### src/rtl/bus_arb5.sv
// Five-requester round-robin bus arbiter with burst hold, owner-only acks,
// a mandatory idle bubble between grants and a stall timeout.
module bus_arb5 #(
   parameter int MAX_HOLD = 255,
   parameter int HOLD_W   = 8
) (
   input  logic       clk,
   input  logic       rst_n,
   input  logic [4:0] req,
   input  logic [4:0] last,
   input  logic       dn_ready,
   output logic [4:0] sel,
   output logic       dn_valid,
   output logic [4:0] ack,
   output logic       busy,
   output logic       timeout
);

   typedef enum logic {IDLE, GRANT} state_t;

   state_t            state, state_n;
   logic [2:0]        ptr, ptr_n;
   logic [2:0]        owner, pick, rel_ptr;
   logic [HOLD_W-1:0] cnt, cnt_n;
   logic [4:0]        sel_n;
   logic              timeout_n;
   logic              found;
   logic              accept;

   assign dn_valid = busy & |(req & sel);
   assign accept   = dn_valid & dn_ready;
   assign ack      = sel & {5{accept}};

   always_comb begin
      owner = '0;
      for (int unsigned i = 0; i < 5; i++) begin
         if (sel[i]) owner = 3'(i);
      end
   end

   assign rel_ptr = (owner == 3'd4) ? 3'd0 : owner + 3'd1;

   // Round-robin search starting at ptr, wrapping 4 -> 0.
   always_comb begin
      pick  = '0;
      found = 1'b0;
      for (int unsigned i = 0; i < 5; i++) begin
         logic [3:0] idx;
         idx = 4'(ptr) + 4'(i);
         if (idx >= 4'd5) idx = idx - 4'd5;
         if (!found && req[idx[2:0]]) begin
            found = 1'b1;
            pick  = idx[2:0];
         end
      end
   end

   always_comb begin
      state_n   = state;
      sel_n     = sel;
      ptr_n     = ptr;
      cnt_n     = cnt;
      timeout_n = 1'b0;
      case (state)
         IDLE: begin
            if (found) begin
               sel_n   = 5'b00001 << pick;
               cnt_n   = '0;
               state_n = GRANT;
            end
         end
         GRANT: begin
            if (accept) begin
               cnt_n = '0;
               if (|(last & sel)) begin
                  state_n = IDLE;
                  sel_n   = '0;
                  ptr_n   = rel_ptr;
               end
            end else if (cnt == HOLD_W'(MAX_HOLD)) begin
               state_n   = IDLE;
               sel_n     = '0;
               ptr_n     = rel_ptr;
               timeout_n = 1'b1;
            end else begin
               cnt_n = cnt + 1'b1;
            end
         end
         default: state_n = IDLE;
      endcase
   end

   always_ff @(posedge clk or negedge rst_n) begin
      if (!rst_n) begin
         state   <= IDLE;
         sel     <= '0;
         ptr     <= '0;
         cnt     <= '0;
         busy    <= 1'b0;
         timeout <= 1'b0;
      end else begin
         state   <= state_n;
         sel     <= sel_n;
         ptr     <= ptr_n;
         cnt     <= cnt_n;
         busy    <= (state_n == GRANT);
         timeout <= timeout_n;
      end
   end

endmodule

### config.mk
export PLATFORM = sky130hd
export DESIGN_NAME = bus_arb5
export DESIGN_NICKNAME = d
export VERILOG_FILES = /design/src/rtl/bus_arb5.sv
export SDC_FILE = /design/constraint.sdc
export NUM_CORES = 1
export LEC_CHECK = 0
export ABC_CLOCK_PERIOD_IN_PS = 3850
export BUFFER_PORTS_ARGS = -buffer_cell sky130_fd_sc_hd__buf_2
export CORE_MARGIN = 2
export CORE_UTILIZATION = 35
export DETAILED_ROUTE_END_ITERATION = 16
export GPL_ROUTABILITY_DRIVEN = 0
export PLACE_DENSITY = 0.52
export REMOVE_ABC_BUFFERS = 1
export SLEW_MARGIN = 5
export SYNTH_ARGS = -nofsm -noshare
export SYNTH_HDL_FRONTEND = slang
export SYNTH_SLANG_ARGS = --single-unit
export TNS_END_PERCENT = 20
### constraint.sdc
create_clock -name clk -period 3.85 [get_ports clk]
set_input_delay 0.385 -clock clk [delete_from_list [all_inputs] [get_ports clk]]
set_output_delay 0.385 -clock clk [all_outputs]
set_load 0.05 [all_outputs]
After elaboration in Yosys (flattened, before gate mapping)
Cells that the tools add are included.
{ "op_classes": {"add_sub_neg": 11, "magnitude_cmp": 10, "n_eq_ne": 7, "shifts": 1, "muxes": 50, "bitwise_logic": 6, "n_reduce_logical": 14} }
{ "op_table": {"columns": ["op", "count"], "rows": [
  ["$mux W3", 15],
  ["$mux W8", 3],
  ["$lt A3 B4 Y1 const B", 5],
  ["$mux W5", 4],
  ["$mux W1", 18],
  ["$ge A4 B3 Y1 const B", 4],
  ["$pmux W8 S2", 1],
  ["$and A5 B5 Y5", 3],
  ["$bmux W1 S3", 5],
  ["$sub A3 B3 Y3 const B", 5],
  ["$pmux W5 S2", 1],
  ["$reduce_or A5 Y1", 2],
  ["$add A3 B2 Y4 const B", 2],
  ["$add A8 B1 Y8 const B", 1],
  ["$eq A8 B8 Y1 const B", 1],
  ["$reduce_and A3 Y1", 2],
  ["$shl A1 B3 Y5 const A", 1],
  ["$add A3 B1 Y4 const B", 1],
  ["$add A3 B3 Y4 const B", 1],
  ["$logic_and A1 B1 Y1", 4],
  ["$logic_not A1 Y1", 4],
  ["$mux W2", 2],
  ["$add A3 B1 Y3 const B", 1],
  ["$eq A3 B3 Y1 const B", 1],
  ["other kinds (11)", 12]
]} }
{ "totals": {"reg_bits": 18, "output_inout_bits": 13} }

Longest topological paths before layout
Gate-level depths: netlist of the first run.
{ "depth": {"depth_word": 20, "depth_mapped": 14, "mapped_depth_nobuf": 12} }

Worst setup path before layout of the first run
No wires, ideal clock.
{ "synth_path": {"path_type": "reg2reg", "from": "register state", "to": "register cnt[7]", "setup_ns": 0.078, "t_arrival_ns": 3.152, "t_required_ns": 3.772, "path_slack_ns": 0.620, "path_stages_with_launch": 9, "n_path_buf": 2, "period_less_slack_ns": 3.230, "path_cell_list": "dfrtp_1 -> buf_2 -> a21boi_1 -> and2_1 -> nand2b_1 -> nor2_1 -> clkbuf_1 -> or4_1 -> a21boi_1"} }
{ "synth_between": {"elab_chain_len": 4, "word_cells_on_any_way": 8, "cone_classes": "eq/ne: 2; mux: 2; bitwise: 3; reduce/logical: 1"} }
{ "synth_rtl": {"columns": ["element", "line_no", "text"], "rows": [
  ["from (decl)", "21", "state_t state, state_n;"],
  ["from (signal assigned)", "102", "state <= state_n;"],
  ["$and A1 B1 Y1 *", null, null],
  ["named net dn_valid", "13", "output logic dn_valid,"],
  ["$and A1 B1 Y1 *", null, null],
  ["$mux W8 / $ne A3 B3 Y1 (equally long branches)", null, null],
  ["$pmux W8 S2 / $reduce_and A2 Y1 (equally long branches)", null, null],
  ["to (signal assigned)", "105", "cnt <= cnt_n;"],
  ["to (decl)", "24", "logic [HOLD_W-1:0] cnt, cnt_n;"]
]} }
The timed path passes the listed nets; every way through them passes the cells marked *.
A chain may end at the register's enable or synchronous reset.

Final worst setup path of the first run
{ "layout_path": {"from": "register ptr[0]", "to": "register cnt[6]"} }
{ "layout_between": {"elab_chain_len": 19, "word_cells_on_any_way": 44, "cone_classes": "add/sub: 9; order compare: 5; eq/ne: 1; mux: 20; reduce/logical: 9"} }
{ "layout_rtl": {"columns": ["element", "line_no", "text"], "rows": [
  ["from (decl)", "22", "logic [2:0] ptr, ptr_n;"],
  ["from (signal assigned)", "104", "ptr <= ptr_n;"],
  ["branches (longest 16 deep; another with $add A3 B1 Y4)", null, null],
  ["$mux W1 *", "51", "if (!found && req[idx[2:0]]) begin"],
  ["$ne A2 B2 Y1 (no line) *", null, null],
  ["$reduce_and A2 Y1 (no line) *", null, null]
]} }
Mark *: on every way between the ends. The select of a mux whose other input is x is not followed.

==> results.sh, run 1 <==
export IMPL_status="finished clean"
export IMPL_first_pass_iters=4
export IMPL_crit_fanout=8
export IMPL_post_cts_buffers=0
export IMPL_synthArstFlopShare_pct=100
export IMPL_ios=26
export IMPL_synth_flop_cell="dfrtp_1"
export IMPL_grt_max_degree=19
export IMPL_finalNonFillerCells=352
export IMPL_r2r_start="ptr[0]"
export IMPL_max_slew_margin_rel_pct=48.7
export IMPL_first_global_vias=1911
export IMPL_io_buffers=25
export IMPL_synth_seq_cells=18
export IMPL_wire_per_inst_um=16.6
export IMPL_startpoint="ptr[0]"
export IMPL_fin_nets=302
export IMPL_synth_cell_type_count=70
export IMPL_synth_edf_count=0
export IMPL_clockBufferDepth=2
export IMPL_fillCellCount=613
export IMPL_max_stage_delay_ns=0.50
export IMPL_numCtsBuffers=3
export IMPL_final_util_pct=40.4
export IMPL_cp_slowest_cell="or4_1"
export IMPL_placedCellCount=348
export IMPL_start_util_pct=36.3
export IMPL_cts_tree="yes"
export IMPL_fin_crit_ns=3.45
export IMPL_ff2ff_setup_slack_ns=0.40
export IMPL_skew_ns=0.00288
export IMPL_drc=0
export IMPL_htree_levels=1
export IMPL_area_growth_pct=11.2
export IMPL_arrival_ns=3.63
export IMPL_finalSetupViolations=0
export IMPL_antenna_cells=0
export IMPL_drt_iter0_markers=115
export IMPL_cp_required_ns=4.03
export IMPL_via_count=2106
export IMPL_post_dp_hpwl_um=4430
export IMPL_maxSlewViolCount=0
export IMPL_rsz0062_at_grt="false"
export IMPL_cap_violations=0
export IMPL_synth_warnings=0
export IMPL_antenna_found_initial=0
export IMPL_seq_area_frac_synth_pct=20.9
export IMPL_die_h_um=82.4
export IMPL_start_kind="register"
export IMPL_die_area_um2=6790
export IMPL_wirelength_um=5850
export IMPL_worst_pin_slew_ns=0.767
export IMPL_path_class="reg -> reg"
export IMPL_worstSetupEndpointType="register"
export IMPL_grt_use_total_pct=18.4
export IMPL_drive_gt1_share_pct=21.3
export IMPL_syn_inst=254
export IMPL_period_share_pct=89.6
export IMPL_num_rows=28
export IMPL_hold_buffers=0
export IMPL_cts_root_buffer="clkbuf_8"
export IMPL_max_freq_mhz=290
export IMPL_clock_latency_ns=0.25
export IMPL_ant_nets=0
export IMPL_clock_sinks=18
export IMPL_tns_ns=0
export IMPL_fp_dieW_um=82.4
export IMPL_finalHoldViolCount=0
export IMPL_cts_resized=0
export IMPL_grt_pass1_wl_um=9560
export IMPL_avgSynthCellArea_um2=8.47
export IMPL_clk_pin_slew_ns=0.07
export IMPL_coreArea_um2=5920
export IMPL_cp_cell_sequence="inv_2, ha_1, inv_1, fa_1, o21ba_1, or3b_1, a2bb2oi_1, o21ai_1, nand4_4, nor4_4, buf_4, or4_1, a21boi_1"
export IMPL_vias_per_cell=5.98
export IMPL_min_path_type="in -> async"
export IMPL_syn_area_um2=2150
export IMPL_grt_ovfl_total=0
-- synth_stat cells (all sizes together), types with 3 or more instances --
| master | number | share of area [%] |
|---|---|---|
| mux2i | 7 | 3.3 |
| o31ai | 8 | 3.0 |
| nor4b | 3 | 1.2 |
| a32o | 3 | 1.4 |
| nor3 | 5 | 1.2 |
| a21o | 4 | 1.5 |
| nand2b | 9 | 3.0 |
| o41ai | 3 | 1.9 |
| a22oi | 3 | 1.0 |
| nor2b | 5 | 1.5 |
| nor3b | 3 | 1.0 |
| o211ai | 3 | 1.0 |
| dfrtp | 18 | 21 |
| nand3 | 10 | 2.3 |
| xnor2 | 4 | 1.6 |
| a32oi | 3 | 1.6 |
| nand3b | 3 | 1.0 |
| or2 | 3 | 0.87 |
| inv | 8 | 1.4 |
| buf | 12 | 4.0 |
| nand2 | 19 | 3.3 |
| nand4 | 5 | 2.4 |
| ha | 10 | 5.8 |
| mux2 | 6 | 3.3 |
| nor2 | 20 | 3.5 |
| o21ai | 12 | 2.8 |
| a21oi | 12 | 3.3 |
| or4 | 5 | 1.7 |
| and3 | 11 | 3.3 |
| a2bb2oi | 3 | 1.2 |
| a21boi | 6 | 2.1 |
-- critical path, delay by kind of cell, from the launching register on --
kind            cells  cell delay (ns)
compound gates      4             0.72
fa+ha+maj           2             0.67
buf+inv             3             0.42
flops               1             0.40
simple gates        4             1.16
-- kinds of logic after synthesis --
kind of cell | after synthesis | share of synthesized area (%)
adder cells (fa/ha/maj) | 11 | 6.75
multiplexers | 14 | 7.62
buffers and inverters | 22 | 5.76
XOR/XNOR | 5 | 2.04
flip-flops | 18 | 20.9
AO/OA/AOI/OAI | 75 | 27.1
AND/OR/NAND/NOR | 109 | 29.8
-- final cells by class --
class                   count  area (um^2)  area share [%]
well taps                  75         93.8            3.92
clock buffers               4         55.1            2.30
multi-input cells         214         1580            65.9
flip-flops and latches     18          450            18.8
repair buffers             33          185            7.74
inverters                   8         30.0            1.26
-- cells in the final DEF, fill, tap and decap left out, types with 4 or more instances in the layout --
| master | n |
|---|---|
| dfrtp_1 | 18 |
| buf_2 | 25 |
| mux2i_1 | 7 |
| nor2_1 | 20 |
| o31ai_1 | 7 |
| nand2b_1 | 8 |
| a21boi_1 | 6 |
| nor3_1 | 5 |
| xnor2_1 | 4 |
| inv_1 | 7 |
| o21ai_0 | 7 |
| nand3_1 | 10 |
| and3_1 | 10 |
| o21ai_1 | 5 |
| a21oi_1 | 11 |
| nor2b_1 | 5 |
| buf_4 | 8 |
| or4_1 | 5 |
| ha_1 | 10 |
| nand2_1 | 19 |
| clkbuf_8 | 4 |
-- sequential cells by signal, indices dropped and copies added, names as in the netlist --
register / cells
timeout: 1
state: 1
sel: 5
ptr: 3
cnt: 8
-- routing by layer --
metal / track usage, % / share of wire, % / up-vias
li1: - / - / 1024
met1: 25.6 / 47 / 1018
met2: 30.0 / 47 / 56
met3: 2.83 / 4.6 / 8
met4: 4.00 / 1.5 / 0
met5: 0 / 0 / -
-- worst paths after layout --
path                            cells after the start     end
worst max-delay path                               13  cnt[6]
worst min-delay path                                1  cnt[0]
worst max register to register                     13  cnt[6]
worst min register to register                      2  cnt[6]
max in group asynchronous                           1  sel[3]
min in group clk                                    2  cnt[6]
-- metrics by stage --
step                hold WS, ns  worst slack, ns  instance area (um^2)
floorplan                0.0894            0.349                  2060
global placement          0.349            0.430                  2340
detailed placement        0.352            0.441                  2340
CTS                      0.0724            0.409                  2390
global route             0.0839            0.163                  2390
finish                   0.0639            0.401                  2390
Power of run 1 is left out: the tool's default activity adds up to more than one toggle a clock period on the data nets, which glitch-free logic cannot reach.
==> run 2, diff against run 1 <==
- BUFFER_PORTS_ARGS: -buffer_cell sky130_fd_sc_hd__buf_2 -> -buffer_cell sky130_fd_sc_hd__buf_4
==> run 2 against run 1 <==
Utilization increased by 0.97 points. Cell count decreased by 0.28%. Worst setup slack improved by 0.065 ns. Die area unchanged. First-iteration DRC count increased by 22%. Non-clock buffer count decreased by 1.
==> results.sh, run 2 (synthesized netlist as in run 1, its figures left out) <==
export IMPL_antenna_found_initial=0
export IMPL_wire_per_inst_um=16.2
export IMPL_ant_nets=0
export IMPL_clock_sinks=18
export IMPL_wirelength_um=5690
export IMPL_htree_levels=1
export IMPL_cts_tree="yes"
export IMPL_rsz0062_at_grt="false"
export IMPL_period_share_pct=87.9
export IMPL_cts_root_buffer="clkbuf_8"
export IMPL_start_util_pct=36.3
export IMPL_die_h_um=82.4
export IMPL_clockBufferDepth=2
export IMPL_drive_gt1_share_pct=20.7
export IMPL_grt_ovfl_total=0
export IMPL_fp_dieW_um=82.4
export IMPL_largest_reg_flops=8
export IMPL_path_class="reg -> reg"
export IMPL_coreArea_um2=5920
export IMPL_cp_required_ns=4.03
export IMPL_post_dp_hpwl_um=4270
export IMPL_io_buffers=25
export IMPL_drc=0
export IMPL_clock_latency_ns=0.25
export IMPL_worst_pin_slew_ns=0.819
export IMPL_via_count=2081
export IMPL_finalHoldViolCount=0
export IMPL_cp_cell_sequence="inv_2, ha_1, inv_1, fa_1, o21ba_1, or3b_1, a2bb2oi_1, o21ai_1, nand4_4, nor4_4, buf_4, or4_1, a21boi_1"
export IMPL_cts_resized=0
export IMPL_drt_iter0_markers=140
export IMPL_max_stage_delay_ns=0.51
export IMPL_start_kind="register"
export IMPL_arrival_ns=3.56
export IMPL_fillCellCount=610
export IMPL_clk_pin_slew_ns=0.07
export IMPL_first_global_vias=1841
export IMPL_ios=26
export IMPL_vias_per_cell=5.93
export IMPL_die_area_um2=6790
export IMPL_hold_buffers=1
export IMPL_max_freq_mhz=296
export IMPL_final_cell_mix="31 x buf_4, 20 x nor2_1, 19 x nand2_1"
export IMPL_cap_violations=0
export IMPL_crit_fanout=14
export IMPL_grt_max_degree=27
export IMPL_first_pass_iters=4
export IMPL_post_cts_buffers=0
export IMPL_fin_nets=301
export IMPL_status="finished clean"
export IMPL_fin_crit_ns=3.38
export IMPL_tns_ns=0
export IMPL_area_growth_pct=13.8
export IMPL_largest_register="cnt"
export IMPL_min_path_type="reg -> reg"
export IMPL_antenna_cells=0
export IMPL_maxSlewViolCount=0
export IMPL_worstSetupEndpointType="register"
export IMPL_crit_buf_inv=3
export IMPL_cp_slowest_cell="or4_1"
export IMPL_cp_top_family="simple AND/OR/NAND/NOR gates"
export IMPL_finalSetupViolations=0
export IMPL_skew_ns=0.00285
export IMPL_grt_use_total_pct=17.3
export IMPL_max_slew_margin_rel_pct=45.2
export IMPL_seq_area_um2=450
export IMPL_reg_top3="cnt x8, sel x5, ptr x3"
export IMPL_multiInputGateArea_um2=1580
export IMPL_numCtsBuffers=3
export IMPL_layout_commonest_cell="buf_4"
export IMPL_grt_pass1_wl_um=9170
export IMPL_num_rows=28
run 2: cell types whose count changed in the layout (fill, tap and decap cells not counted):
cell           delta
buf_2            -25
buf_4            +23
dlygate4sd3_1     +1
run 2: path summary, 6_finish.rpt:
path / start / to / slack, ns / depth (start not counted)
min in group asynchronous: rst_n / cnt[1] / 0.56 / 2
worst min register to register: cnt[6] / cnt[6] / 0.55 / 2
worst min-delay path: cnt[6] / cnt[6] / 0.55 / 2
worst max-delay path: ptr[0] / cnt[6] / 0.47 / 13
worst max register to register: ptr[0] / cnt[6] / 0.47 / 13
max in group asynchronous: rst_n / cnt[3] / 3.10 / 2
run 2: worst reg2reg max path: cells and delay by family, from the launching register on:
family | cells | cell delay (ns)
flip-flops | 1 | 0.39
buffers and inverters | 3 | 0.41
AND/OR/NAND/NOR | 4 | 1.15
AO/OA/AOI/OAI | 4 | 0.67
adder cells (fa/ha/maj) | 2 | 0.69
run 2: per-stage QoR:
step                hold slack [ns]  area, um^2  std cells  worst slack (ns)  util, %
floorplan                    0.0894        2060        240             0.349        -
global placement              0.270        2380        346             0.505     40.3
detailed placement            0.269        2380        346             0.487     40.3
CTS                           0.535        2450        351             0.465     41.4
global route                  0.573        2450        351             0.162     41.4
finish                        0.554        2450        351             0.466     41.4
run 2: layout make-up:
cell class | count | area share (%)
clock buffer | 4 | 2.25
inverter | 8 | 1.23
multi-input combinational | 214 | 64.4
sequential | 18 | 18.4
tap | 75 | 3.83
timing repair buffer | 32 | 9.91
run 2: layer usage:
metal,part of all wire (%),vias up,global-route usage (%)
li1,-,1019,-
met3,5.4,8,2.39
met1,49,993,25.4
met2,44,61,27.1
met5,0,-,0
met4,0.67,0,3.00
Power of run 2 is left out for the same reason.
